==> src/rtl/vend_pkg.sv <==
// Shared types for the vend sequencer: FSM states, forwarded coin codes and the count width.
package vend_pkg;

    localparam int unsigned CNT_W = 2;

    typedef enum logic [2:0] {
        ST_IDLE,
        ST_MOTOR,
        ST_NICKEL,
        ST_DIME,
        ST_GAP
    } state_e;

    typedef enum logic [1:0] {
        COIN_NONE,
        COIN_NICKEL,
        COIN_DIME,
        COIN_QUARTER
    } coin_e;

    // Dimes owed: ret_dime counts 1, ret_two_dimes counts 2, and the total saturates at 2.
    function automatic logic [CNT_W-1:0] dime_count(input logic ret_dime, input logic ret_two_dimes);
        return ret_two_dimes ? CNT_W'(2) : CNT_W'(ret_dime);
    endfunction

endpackage

==> src/rtl/vend_sequencer_if.sv <==
// Signal bundle between the acceptor/FSM side (master) and the sequencer (slave).
interface vend_sequencer_if;
    logic coin_n;
    logic coin_d;
    logic coin_q;
    logic dispense;
    logic ret_nickel;
    logic ret_dime;
    logic ret_two_dimes;
    logic N;
    logic D;
    logic Q;
    logic coin_reject;
    logic coin_inhibit;
    logic motor_en;
    logic hopper_nickel;
    logic hopper_dime;
    logic busy;
    logic seq_err;

    modport master (
        output coin_n, coin_d, coin_q, dispense, ret_nickel, ret_dime, ret_two_dimes,
        input  N, D, Q, coin_reject, coin_inhibit, motor_en, hopper_nickel, hopper_dime,
               busy, seq_err
    );

    modport slave (
        input  coin_n, coin_d, coin_q, dispense, ret_nickel, ret_dime, ret_two_dimes,
        output N, D, Q, coin_reject, coin_inhibit, motor_en, hopper_nickel, hopper_dime,
               busy, seq_err
    );
endinterface

==> src/rtl/pulse_timer.sv <==
// Loadable down-counter; expire is high while the count sits at zero.
module pulse_timer #(
    parameter int unsigned WIDTH = 3
) (
    input  logic             clk,
    input  logic             rst,
    input  logic             load,
    input  logic [WIDTH-1:0] load_val,
    output logic             expire
);

    logic [WIDTH-1:0] r_cnt;

    always_ff @(posedge clk or negedge rst) begin
        if (!rst) begin
            r_cnt <= '0;
        end else if (load) begin
            r_cnt <= load_val;
        end else if (r_cnt != '0) begin
            r_cnt <= r_cnt - WIDTH'(1);
        end
    end

    assign expire = (r_cnt == '0);

endmodule

==> src/rtl/vend_sequencer.sv <==
// Coin edge cleaner plus vend FSM that plays out motor, nickel and dime pulses one at a time.
module vend_sequencer
    import vend_pkg::*;
#(
    parameter int unsigned PULSE_CYCLES = 4,
    parameter int unsigned GAP_CYCLES   = 2
) (
    input logic             clk,
    input logic             rst,
    vend_sequencer_if.slave bus
);

    localparam int unsigned MAX_CYC = (PULSE_CYCLES > GAP_CYCLES) ? PULSE_CYCLES : GAP_CYCLES;
    localparam int unsigned TMR_W   = $clog2(MAX_CYC + 1);
    // The timer expires on its last count, so a phase of N cycles loads N-1.
    localparam logic [TMR_W-1:0] PULSE_LOAD = TMR_W'(PULSE_CYCLES - 1);
    localparam logic [TMR_W-1:0] GAP_LOAD   = TMR_W'(GAP_CYCLES - 1);

    state_e           r_state;
    state_e           w_state_d;
    logic [CNT_W-1:0] r_nick;
    logic [CNT_W-1:0] w_nick_d;
    logic [CNT_W-1:0] r_dime;
    logic [CNT_W-1:0] w_dime_d;
    logic             r_err;
    logic             w_err_d;
    logic             w_busy;
    logic             w_load;
    logic [TMR_W-1:0] w_load_val;
    logic             w_expire;

    logic [2:0] r_coin_prev;
    logic [2:0] w_coin_lvl;
    logic [2:0] w_edge;
    logic       w_multi;
    logic       w_block;
    coin_e      r_coin;
    coin_e      w_coin_d;
    logic       r_reject;
    logic       w_reject_d;

    pulse_timer #(
        .WIDTH (TMR_W)
    ) u_timer (
        .clk      (clk),
        .rst      (rst),
        .load     (w_load),
        .load_val (w_load_val),
        .expire   (w_expire)
    );

    assign w_busy = (r_state != ST_IDLE);

    always_comb begin
        w_state_d  = r_state;
        w_nick_d   = r_nick;
        w_dime_d   = r_dime;
        w_err_d    = r_err;
        w_load     = 1'b0;
        w_load_val = PULSE_LOAD;
        unique case (r_state)
            ST_IDLE: begin
                if (bus.dispense) begin
                    w_state_d = ST_MOTOR;
                    w_load    = 1'b1;
                    w_nick_d  = CNT_W'(bus.ret_nickel);
                    w_dime_d  = dime_count(bus.ret_dime, bus.ret_two_dimes);
                    if (bus.ret_dime && bus.ret_two_dimes) w_err_d = 1'b1;
                end
            end
            ST_MOTOR, ST_NICKEL, ST_DIME: begin
                if (w_expire) begin
                    w_state_d  = ST_GAP;
                    w_load     = 1'b1;
                    w_load_val = GAP_LOAD;
                end
            end
            ST_GAP: begin
                if (w_expire) begin
                    if (r_nick != '0) begin
                        w_state_d = ST_NICKEL;
                        w_nick_d  = r_nick - CNT_W'(1);
                        w_load    = 1'b1;
                    end else if (r_dime != '0) begin
                        w_state_d = ST_DIME;
                        w_dime_d  = r_dime - CNT_W'(1);
                        w_load    = 1'b1;
                    end else begin
                        w_state_d = ST_IDLE;
                    end
                end
            end
            default: w_state_d = ST_IDLE;
        endcase
        if (bus.dispense && w_busy) w_err_d = 1'b1;
        if (!bus.dispense && (bus.ret_nickel || bus.ret_dime || bus.ret_two_dimes)) begin
            w_err_d = 1'b1;
        end
    end

    assign w_coin_lvl = {bus.coin_q, bus.coin_d, bus.coin_n};
    assign w_edge     = w_coin_lvl & ~r_coin_prev;
    assign w_multi    = (w_edge[0] & w_edge[1]) | (w_edge[0] & w_edge[2]) | (w_edge[1] & w_edge[2]);
    assign w_block    = w_multi | w_busy | bus.dispense;

    always_comb begin
        w_coin_d   = COIN_NONE;
        w_reject_d = (|w_edge) & w_block;
        if (!w_block) begin
            if (w_edge[0])      w_coin_d = COIN_NICKEL;
            else if (w_edge[1]) w_coin_d = COIN_DIME;
            else if (w_edge[2]) w_coin_d = COIN_QUARTER;
        end
    end

    always_ff @(posedge clk or negedge rst) begin
        if (!rst) begin
            r_state     <= ST_IDLE;
            r_nick      <= '0;
            r_dime      <= '0;
            r_err       <= 1'b0;
            r_coin_prev <= '0;
            r_coin      <= COIN_NONE;
            r_reject    <= 1'b0;
        end else begin
            r_state     <= w_state_d;
            r_nick      <= w_nick_d;
            r_dime      <= w_dime_d;
            r_err       <= w_err_d;
            r_coin_prev <= w_coin_lvl;
            r_coin      <= w_coin_d;
            r_reject    <= w_reject_d;
        end
    end

    assign bus.N             = (r_coin == COIN_NICKEL);
    assign bus.D             = (r_coin == COIN_DIME);
    assign bus.Q             = (r_coin == COIN_QUARTER);
    assign bus.coin_reject   = r_reject;
    assign bus.motor_en      = (r_state == ST_MOTOR);
    assign bus.hopper_nickel = (r_state == ST_NICKEL);
    assign bus.hopper_dime   = (r_state == ST_DIME);
    assign bus.busy          = w_busy;
    assign bus.coin_inhibit  = w_busy;
    assign bus.seq_err       = r_err;

endmodule

==> src/flat_wrapper.sv <==
// flat-port wrapper written by rule: the top's interface ports become plain ports
module vend_sequencer_flat import vend_pkg::*;
#(
    parameter int unsigned PULSE_CYCLES = 4,
    parameter int unsigned GAP_CYCLES   = 2
)
  (clk, rst, bus_coin_n, bus_coin_d, bus_coin_q, bus_dispense, bus_ret_nickel, bus_ret_dime, bus_ret_two_dimes, bus_N, bus_D, bus_Q, bus_coin_reject, bus_coin_inhibit, bus_motor_en, bus_hopper_nickel, bus_hopper_dime, bus_busy, bus_seq_err);
  vend_sequencer_if bus_i ();
  input logic clk;
  input logic rst;
  input wire logic [$bits(bus_i.coin_n)-1:0] bus_coin_n;
  input wire logic [$bits(bus_i.coin_d)-1:0] bus_coin_d;
  input wire logic [$bits(bus_i.coin_q)-1:0] bus_coin_q;
  input wire logic [$bits(bus_i.dispense)-1:0] bus_dispense;
  input wire logic [$bits(bus_i.ret_nickel)-1:0] bus_ret_nickel;
  input wire logic [$bits(bus_i.ret_dime)-1:0] bus_ret_dime;
  input wire logic [$bits(bus_i.ret_two_dimes)-1:0] bus_ret_two_dimes;
  output wire logic [$bits(bus_i.N)-1:0] bus_N;
  output wire logic [$bits(bus_i.D)-1:0] bus_D;
  output wire logic [$bits(bus_i.Q)-1:0] bus_Q;
  output wire logic [$bits(bus_i.coin_reject)-1:0] bus_coin_reject;
  output wire logic [$bits(bus_i.coin_inhibit)-1:0] bus_coin_inhibit;
  output wire logic [$bits(bus_i.motor_en)-1:0] bus_motor_en;
  output wire logic [$bits(bus_i.hopper_nickel)-1:0] bus_hopper_nickel;
  output wire logic [$bits(bus_i.hopper_dime)-1:0] bus_hopper_dime;
  output wire logic [$bits(bus_i.busy)-1:0] bus_busy;
  output wire logic [$bits(bus_i.seq_err)-1:0] bus_seq_err;
  assign bus_i.coin_n = bus_coin_n;
  assign bus_i.coin_d = bus_coin_d;
  assign bus_i.coin_q = bus_coin_q;
  assign bus_i.dispense = bus_dispense;
  assign bus_i.ret_nickel = bus_ret_nickel;
  assign bus_i.ret_dime = bus_ret_dime;
  assign bus_i.ret_two_dimes = bus_ret_two_dimes;
  assign bus_N = bus_i.N;
  assign bus_D = bus_i.D;
  assign bus_Q = bus_i.Q;
  assign bus_coin_reject = bus_i.coin_reject;
  assign bus_coin_inhibit = bus_i.coin_inhibit;
  assign bus_motor_en = bus_i.motor_en;
  assign bus_hopper_nickel = bus_i.hopper_nickel;
  assign bus_hopper_dime = bus_i.hopper_dime;
  assign bus_busy = bus_i.busy;
  assign bus_seq_err = bus_i.seq_err;
  vend_sequencer #(.PULSE_CYCLES(PULSE_CYCLES), .GAP_CYCLES(GAP_CYCLES)) u_core (.clk(clk), .rst(rst), .bus(bus_i));
endmodule
==> config.mk <==
export PLATFORM = sky130hd
export DESIGN_NAME = vend_sequencer_flat
export DESIGN_NICKNAME = d
export VERILOG_FILES = /design/src/rtl/vend_pkg.sv /design/src/rtl/vend_sequencer_if.sv /design/src/rtl/pulse_timer.sv /design/src/rtl/vend_sequencer.sv /design/src/flat_wrapper.sv
export SDC_FILE = /design/constraint.sdc
export NUM_CORES = 1
export LEC_CHECK = 0
export ABC_CLOCK_PERIOD_IN_PS = 2910
export CAP_MARGIN = 10
export CORE_MARGIN = 2
export CORE_UTILIZATION = 53
export DETAILED_ROUTE_END_ITERATION = 6
export PLACE_DENSITY = 0.82
export SLEW_MARGIN = 10
export SYNTH_ARGS = -nofsm -noshare
export SYNTH_HDL_FRONTEND = slang
export SYNTH_HIERARCHICAL = 1
export SYNTH_SLANG_ARGS = --single-unit
export TNS_END_PERCENT = 20
==> constraint.sdc <==
create_clock -name clk -period 2.91 [get_ports clk]
set_clock_uncertainty 0.2 [all_clocks]
set_input_delay 0.4365 -clock clk [delete_from_list [all_inputs] [get_ports clk]]
set_output_delay 0.4365 -clock clk [all_outputs]
set_load 0.03 [all_outputs]
Yosys cells after proc, flatten, opt, wreduce, memory -nomap -nowiden
Index checks and enable logic that the tools add are counted.
Word-level totals
  bits of input ports: 9
  logic and storage cells: 92
  register bits after elaboration: 17
  output and inout port bits: 10
Operators by class
  reduce and logical (&&, ||, !) cells: 23
  muxes and demuxes: 35
  bitwise gates (word level): 10
  equal/unequal tests: 13
  add/sub/neg operators: 3
Operators with widths (number)
  two-way mux 2 bit: 14
  two-way mux 3 bit: 7
  nonzero test 3 bit: 5
  two-way mux 1 bit: 10
  case mux 3 bit (3 select lines): 1
  inequality test 2 bit (second input constant): 4
  case mux 2 bit (2 select lines): 2
  nonzero test 2 bit: 4
  equality test 3 x 2 -> 1 bit (second input constant): 2
  zero test 3 bit: 2
  AND reduction 3 bit: 2
  OR reduction 3 bit: 2
  AND reduction 5 bit: 1
  AND 1 bit: 4
  equality test 2 bit (second input constant): 2
  inequality test 2 x 1 -> 1 bit (second input constant): 2
  bitwise OR 1 bit: 4
  AND reduction 4 bit: 1
  subtractor 2 x 1 -> 2 bit (second input constant): 2
  AND 3 bit: 1
  equality test 3 x 1 -> 1 bit (second input constant): 1
  equality test 3 bit (second input constant): 1
  logical AND 1 bit: 3
  NOT 3 bit: 1
  5 further kinds: 6

Logic depth before layout (Yosys ltp)
Gate-level depths: netlist of the first run.
  depth in word-level cells: 8
  gate-level depth with buffers: 8
  gate-level depth less buffers: 8

Hierarchy
The synthesis of the first run kept the hierarchy.
Modules (own cells, without submodules)
  vend_sequencer: area each 753.2 sq um, times used 1, cells an instance 75, seq. area each 350.3 sq um
  pulse_timer: area each 200.2 sq um, times used 1, cells an instance 21, seq. area each 75.1 sq um

Worst setup path before layout of the first run
No wires, ideal clock.
  path type: register -> register
  start point: register u_core.u_timer.r_cnt[0]
  end point: register u_core.u_timer.r_cnt[0]
  required time: 2.606 ns
  path buffers: 0
  cell stages (with the launch flop): 9
  path slack: 0.968 ns
  setup time: 0.104 ns
  period minus slack after synthesis: 1.942 ns
  arrival: 1.638 ns
  cell sequence: dfrtp_1 -> inv_1 -> ha_1 -> nand2b_1 -> inv_1 -> mux2i_1 -> o21ai_0 -> nor2b_1 -> a221oi_1
Between the ends
  cells in the longest elaborated chain, start to end: 4
  elaborated cells on any way between the ends: 9
  classes of those cells: 1 x add/sub; 5 x mux; 3 x reduce/logical
RTL lines
  start: declaration: RTL line pulse_timer.sv:12  | logic [WIDTH-1:0] r_cnt;
  start signal: assignment: RTL line pulse_timer.sv:18  | r_cnt <= load_val;
  start signal: assignment: RTL line pulse_timer.sv:20  | r_cnt <= r_cnt - WIDTH'(1);
  zero test 3 bit (*): RTL line pulse_timer.sv:24  | assign expire = (r_cnt == '0);
  via u_core.w_expire: RTL line vend_sequencer.sv:30  | logic w_expire;
  two-way mux 1 bit (on tied branches): RTL line vend_sequencer.sv:79, vend_sequencer.sv:72
  case mux 1 bit (3 select lines) (*): RTL line vend_sequencer.sv:61  | unique case (r_state)
  via u_core.w_load: RTL line vend_sequencer.sv:28  | logic w_load;
  two-way mux 3 bit / nonzero test 2 bit (equally long branches)
Mark *: on every way through the listed nets, which the timed path passes. The rest lies on a longest branch. The select of a mux whose other input is x is not followed.
A chain may end at the register's enable or synchronous reset.

Worst setup path in the final report of the first run
  start point: register u_core.r_state[2]
  end point: output bus_busy
Between the ends
  cells in the longest elaborated chain, start to end: 1
RTL lines
  start: declaration: RTL line vend_sequencer.sv:19  | state_e r_state;
  start signal: assignment: RTL line vend_sequencer.sv:126  | r_state <= w_state_d;
  nonzero test 3 bit: RTL line vend_sequencer.sv:52  | assign w_busy = (r_state != ST_IDLE);
  end: declaration: RTL line flat_wrapper.sv:26  | output wire logic [$bits(bus_i.busy)-1:0] bus_busy;
No other way between the ends.

==> summary.md, run 1 <==
| Metric | Value |
|---|---|
| Adder-Cell Fraction of Synth Area | about 5.2% |
| Critical Path AT | 1.91 ns |
| CTS tree | yes |
| Sw Ratio | 41.5% |
| Combinational family with the most area after synthesis | simple AND/OR/NAND/NOR gates |
| Startpoint type of the worst setup path | register |
| Vias in the first global route | 638 |
| Largest cells by area after synthesis | dfrtp_1 (45%), mux2i_1 (8.4%), nor2b_1 (5.9%) |
| Share of the synthesized area in the top cell type | 44.6% |
| CP Max Fanout | 15 |
| First-pass GRT wire length | 2640 um |
| Final ANT Viol Nets | 0 |
| Worst-case clock buffer depth | 2 |
| Setup Viol. Count Final | 0 |
| Die area | 0.00215 sq mm |
| Crit path buffers/inverters | 2 |
| Setup Total Neg Slack | 0 ns |
| Core area | 0.00171 sq mm |
| Power Internal | 597 uW |
| Post-synth cell types | 31 |
| Simple-Gate Fraction of Synth Area | between 20% and 30% |
| Outcome | finished clean |
| DR DRC count | 0 |
| Via count | between 700 and 800 |
| CTS Hold Buffers Added | 0 |
| Top Ports | 19 |
| # Post-CTS Setup Buffers | 0 |
| DP Area | approximately 0.0012 sq mm |
| Yosys Warn Count | 6 |
| Logic gate share of total power | a little over 50% |
| Synth area leader | dfrtp_1 |
| Final hold viol count | 0 |
| Die Y | 46.4 um |
| Fin crit period | 2.54 ns |
| CP top delay family | buffers and inverters |
| Max Cap Violations | 0 |
| Placer Congestion | about 0.78 |
| Net Sw Power | 424 uW |
| Mapped Area | 953 sq um |
| Effective utilization at floorplan | 55.8% |
| Largest net degree at the start of global routing | 18 |
| Final instance area | approximately 0.0012 sq mm |
| Syn_nets | 109 |
| Unrepaired setup endpoints after global routing | false |
| Clk Latency, worst-skew pair | 0.29 ns |
| Clk slew on worst S/H paths | 0.10 ns |
| Multiplexer share of the synthesized area | 8.40% |
| CTS H-tree lvls | 1 |
| Global route overflow | 0 |
| Initial antenna violation count | 0 |
| Leakage power | 0.000520 uW |
| Worst EP required | 2.27 ns |
| Clock power share | 12.1% |
| DRT Pass-1 Iters | 4 |
| Kind of end point of the critical path | output pin |
| # diodes | 0 |
| Overall Global Routing Usage | a little under a fifth |
| Num CTS Buffers | 3 |
| Number of synthesized register bits | 17 |
| Fmax | 393 MHz |
| Register area share after synthesis | ~45% |
| Share of cells above drive strength 1 | ~4.3% |
| WL final | about 1600 um |
| Syn avg cell area | 9.93 sq um |
| Min-delay worst type | register to register |
| Fill count | 127 |
| Port buffer count | 18 |
| Setup CP Type | register to output pin |
| Row cnt | 15 |
| Rel. slew slack | 51.8% |
| Sequential share of power | a little under two fifths |
| Detail Placement HPWL | 1350 um |
| Cts repair resizes | 0 |
| Wire per inst | 11.7 um |
| Least-Margin Pin Slew | 0.721 ns |
| Crit path cell chain | nor3_1, inv_1, clkdlybuf4s50_1 |
| Crit path largest cell delay | about 0.61 ns |
| Max IR drop VDD | 0.558 mV |
| Compound-cell area share of the yosys netlist | a little over 8% |
| Total power | 1020 uW |
| Slew Limit Fails | 0 |
| Root Buffer | clkbuf_4 |
| Vias per cell | 5.11 |
| Die Wd | 46.4 um |
| Period utilisation layout | 87.4% |
| Cells after synthesis | 96 |
| P per Cell Area | 865 mW/mm^2 |
| Nets | 130 |
| # clock sinks | 17 |
| Crit path max-delay cell type | clkdlybuf4s50_1 |
| Area Overhead vs Synth | 23.8% |
| DR iter-0 viols | 13 |
| Post-synthesis xor/xnor area fraction | about 1.8% |
## per-layer routing
layer,GRT usage (%),routed length [um],vias to the layer above
met5,0,0,-
li1,-,-,367
met2,30.0,822,17
met1,21.0,734,332
met3,3.53,44,4
met4,13.7,42,0
## worst paths after layout
| kind | from | endpoint | slack [ns] | cells past startpoint |
|---|---|---|---|---|
| setup / recovery | u_core/r_state[2] | bus_busy | 0.37 | 3 |
| hold / removal | u_core/bus.seq_err | u_core/bus.seq_err | 0.28 | 1 |
| setup reg to reg | u_core/u_timer/r_cnt[0] | u_core/u_timer/r_cnt[0] | 0.48 | 8 |
| hold reg to reg | u_core/bus.seq_err | u_core/bus.seq_err | 0.28 | 1 |
| max in group asynchronous | rst | u_core/r_coin_prev[1] | 1.69 | 1 |
| min in group asynchronous | rst | u_core/r_state[1] | 0.37 | 1 |
## stage by stage
| stage | utilization [%] | hold slack [ns] | setup slack (ns) | instances |
|---|---|---|---|---|
| after floorplan | - | -0.0591 | 0.968 | 96 |
| after global placement | 67.5 | 0.246 | 0.660 | 137 |
| after detailed placement | 67.5 | 0.262 | 0.480 | 137 |
| after CTS | 69.1 | 0.286 | 0.350 | 141 |
| after global routing | 69.1 | 0.308 | 0.235 | 141 |
| final | 69.1 | 0.279 | 0.366 | 141 |
## worst reg2reg max path, stage by stage (launching register included)
cell      delay (ns)
dfrtp_1         0.41
inv_1           0.09
ha_1            0.21
nand2b_1        0.12
inv_1           0.19
mux2i_1         0.10
o21ai_0         0.55
nor2b_1         0.12
a221oi_1        0.34
## flip-flops by register name, summed over array words and instances (netlist names)
signal and count:
u_core/r_coin_prev 3, u_core/r_state 3, u_core/u_timer/r_cnt 3, u_core/r_coin 2, u_core/r_dime 2, u_core/r_nick 2
u_core/bus.coin_reject 1, u_core/bus.seq_err 1
## power groups by stage
stage                     clock, uW  combinational (uW)  sequential (uW)
after floorplan                   0                 396              358
after global placement            0                 507              373
after detailed placement          0                 530              379
after CTS                       128                 531              375
after global routing            139                 583              384
final                           124                 522              375
## cell type report
class,count,area (sq um),share of cell area (%)
inverters,12,45.0,3.82
flip-flops and latches,17,425,36.1
multi-input cells,65,470,39.9
well taps,25,31.3,2.65
repair buffers,18,180,15.3
clock buffers,3,22.5,1.91
clock inverters,1,5.00,0.424
## logic make-up (layout without fill, tap and decap cells)
| kind of cell | count (synthesis) | count (layout) |
|---|---|---|
| simple gates | 38 | 38 |
| fa+ha+maj | 4 | 4 |
| buf+inv | 14 | 34 |
| flops | 17 | 17 |
| mux | 8 | 8 |
| other cells | 2 | 2 |
| compound gates | 11 | 11 |
| xor+xnor | 2 | 2 |
## synth_stat cells
| cell type | number |
|---|---|
| dfrtp_1 | 17 |
| inv_1 | 12 |
| nor2b_1 | 9 |
| mux2i_1 | 8 |
| nand2b_1 | 5 |
| ha_1 | 4 |
| nor2_1 | 4 |
| nor3_1 | 4 |
| nand2_1 | 3 |
| a211oi_1 | 2 |
| a31oi_1 | 2 |
| conb_1 | 2 |
| nand3b_1 | 2 |
| nor4b_1 | 2 |
| o21ai_0 | 2 |
| or3b_1 | 2 |
| xnor2_1 | 2 |
| a21boi_1 | 1 |
| a221oi_1 | 1 |
| a22oi_1 | 1 |
| a311oi_1 | 1 |
| and2_1 | 1 |
| and4b_1 | 1 |
| buf_2 | 1 |
| buf_4 | 1 |
| nand4_1 | 1 |
| nor3b_1 | 1 |
| nor4_1 | 1 |
| o31ai_1 | 1 |
| or2_1 | 1 |
| or4_4 | 1 |
## cell usage in the layout (no fill, tap or decap), types with 3 or more instances in the layout
cell type,count
clkdlybuf4s50_1,18
dfrtp_1,17
inv_1,12
nor2b_1,9
mux2i_1,8
nand2b_1,5
nor2_1,4
nor3_1,4
ha_1,4
clkbuf_4,3
nand2_1,3
Power figures use the tool's default switching activity.
==> run 2, diff against run 1 <==
- ABC_CLOCK_PERIOD_IN_PS: 2910 -> 3100
- CORE_MARGIN: 2 -> 8
- CORE_UTILIZATION: 53 -> 45
- PLACE_DENSITY: 0.82 -> 0.71
- clock period: 2.91 -> 3.1 ns (I/O delays scaled with it)
==> summary.md, run 2 (synthesis results as in run 1) <==
| Metric | Value |
|---|---|
| Clk slew on worst S/H paths | 0.11 ns (was 0.10 ns) |
| Fmax | roughly 380 MHz |
| Final hold viol count | 0 (unchanged) |
| Final worst-path setup slack | 0.460 ns (was 0.366 ns) |
| Overall Global Routing Usage | 11.2% (was 18.4%) |
| Most frequent cells in the layout | clkdlybuf4s50_1 (18), dfrtp_1 (17), inv_1 (12) (unchanged) |
| WL final | 1820 um (was 1640 um) |
| Global route overflow | 0 (unchanged) |
| Final ANT Viol Nets | 0 (unchanged) |
| DRT Pass-1 Iters | 4 (unchanged) |
| Outcome | finished clean (unchanged) |
| CTS H-tree lvls | 1 (unchanged) |
| Cts repair resizes | 0 (unchanged) |
| DR DRC count | 0 (unchanged) |
| Top Ports | 19 (unchanged) |
| Period utilisation layout | between 80 and 90% |
| Worst hold slack | 0.277 ns (was 0.279 ns) |
| Total power | 964 uW (was 1020 uW) |
| # Post-CTS Setup Buffers | 0 (unchanged) |
| Vias per cell | 5.04 (was 5.11) |
| P per Cell Area | 815 mW/mm^2 (was 865 mW/mm^2) |
| # diodes | 0 (unchanged) |
| Largest net degree at the start of global routing | 18 (unchanged) |
| Critical Path AT | 1.97 ns (was 1.91 ns) |
| Fin crit period | roughly 2.6 ns |
| Via count | 721 (was 720) |
| Wire per inst | 12.8 um (was 11.7 um) |
| Fill count | 168 (was 127) |
| Initial antenna violation count | 0 (unchanged) |
| Top Registers | u_core/r_coin_prev (3), u_core/r_state (3), u_core/u_timer/r_cnt (3) (unchanged) |
| Port buffer count | 18 (unchanged) |
| # clock sinks | 17 (unchanged) |
| Multi-input logic area | 470 sq um (unchanged) |
| Setup Total Neg Slack | 0 ns (unchanged) |
| Nets | 130 (unchanged) |
| CTS Hold Buffers Added | 0 (unchanged) |
| Kind of end point of the critical path | output pin (unchanged) |
| Leading cell type in the layout, fill and taps excluded | clkdlybuf4s50_1 (unchanged) |
| CP Max Fanout | 15 (unchanged) |
| Die Y | 62.0 um (was 46.4 um) |
| DR iter-0 viols | 12 (was 13) |
| Setup CP Type | register to output pin (unchanged) |
| Detail Placement HPWL | 1420 um (was 1350 um) |
| Leakage power | 0.000520 uW (unchanged) |
| Num CTS Buffers | 3 (unchanged) |
| Setup Viol. Count Final | 0 (unchanged) |
| Area Overhead vs Synth | 24.0% (was 23.8%) |
| Rel. slew slack | 49.3% (was 51.8%) |
| Effective utilization at floorplan | 48.1% (was 55.8%) |
| Vias in the first global route | 723 (was 638) |
| Clk Latency, worst-skew pair | 0.30 ns (was 0.29 ns) |
| Final design utilization | 59.7% (was 69.1%) |
| Startpoint type of the worst setup path | register (unchanged) |
| Die Wd | 62.0 um (was 46.4 um) |
| Worst EP required | 2.43 ns (was 2.27 ns) |
| Slew Limit Fails | 0 (unchanged) |
| Placer Congestion | 0.743 (was 0.777) |
| Min-delay worst type | register to register (unchanged) |
| Worst-case clock buffer depth | 2 (unchanged) |
| Least-Margin Pin Slew | 0.757 ns (was 0.721 ns) |
| Root Buffer | clkbuf_4 (unchanged) |
| First-pass GRT wire length | 3090 um (was 2640 um) |
| Unrepaired setup endpoints after global routing | false (unchanged) |
| Share of cells above drive strength 1 | 4.31% (unchanged) |
| Worst slack at placement | 0.711 ns (was 0.480 ns) |
| Core area | 0.00198 sq mm (was 0.00171 sq mm) |
| Row cnt | 16 (was 15) |
| Max Cap Violations | 0 (unchanged) |
| CTS tree | yes (unchanged) |
| Storage cell area | 425 sq um (unchanged) |
| Die area | 0.00385 sq mm (was 0.00215 sq mm) |
| Max IR drop VDD | 0.458 mV (was 0.558 mV) |
run 2: cell counts in the layout (fill, tap and decap cells not counted):
No cell type changed its count.
run 2: final timing paths:
kind	start	end	slack [ns]	cells after the start
worst max-delay path	u_core/r_state[2]	bus_coin_inhibit	0.46	3
worst min-delay path	u_core/bus.seq_err	u_core/bus.seq_err	0.28	1
worst max register to register	u_core/u_timer/r_cnt[0]	u_core/u_timer/r_cnt[0]	0.81	8
worst min register to register	u_core/bus.seq_err	u_core/bus.seq_err	0.28	1
max in group asynchronous	rst	u_core/bus.coin_reject	1.82	1
min in group asynchronous	rst	u_core/r_state[2]	0.40	1
run 2: per-layer routing:
metal	vias up	global-route usage [%]	wire length (um)
met4	0	3.90	12
met2	15	20.2	934
met1	331	11.0	758
met5	-	0	0
li1	373	-	-
met3	2	5.14	118
run 2: where the power goes:
group	internal, uW	total (uW)	switching, uW
Sequential	291	350	59.5
Combinational	222	491	270
Clock	48.1	122	73.8
Total	560	964	403
run 2: per-stage QoR:
stage | cells | area [sq um]
after global placement | 139 | 1150
after global routing | 143 | 1180
after detailed placement | 139 | 1150
after floorplan | 96 | 953
final | 143 | 1180
after CTS | 143 | 1180
run 2: critical path, stage by stage (launching register included):
cell and delay [ns]:
dfrtp_1 0.54, nor3_1 0.40, inv_1 0.11, clkdlybuf4s50_1 0.62
run 2: area by class of cell:
class	count	area share [%]
clock inverters	1	0.423
well taps	27	2.86
multi-input cells	65	39.8
clock buffers	3	1.90
repair buffers	18	15.2
inverters	12	3.81
flip-flops and latches	17	36.0
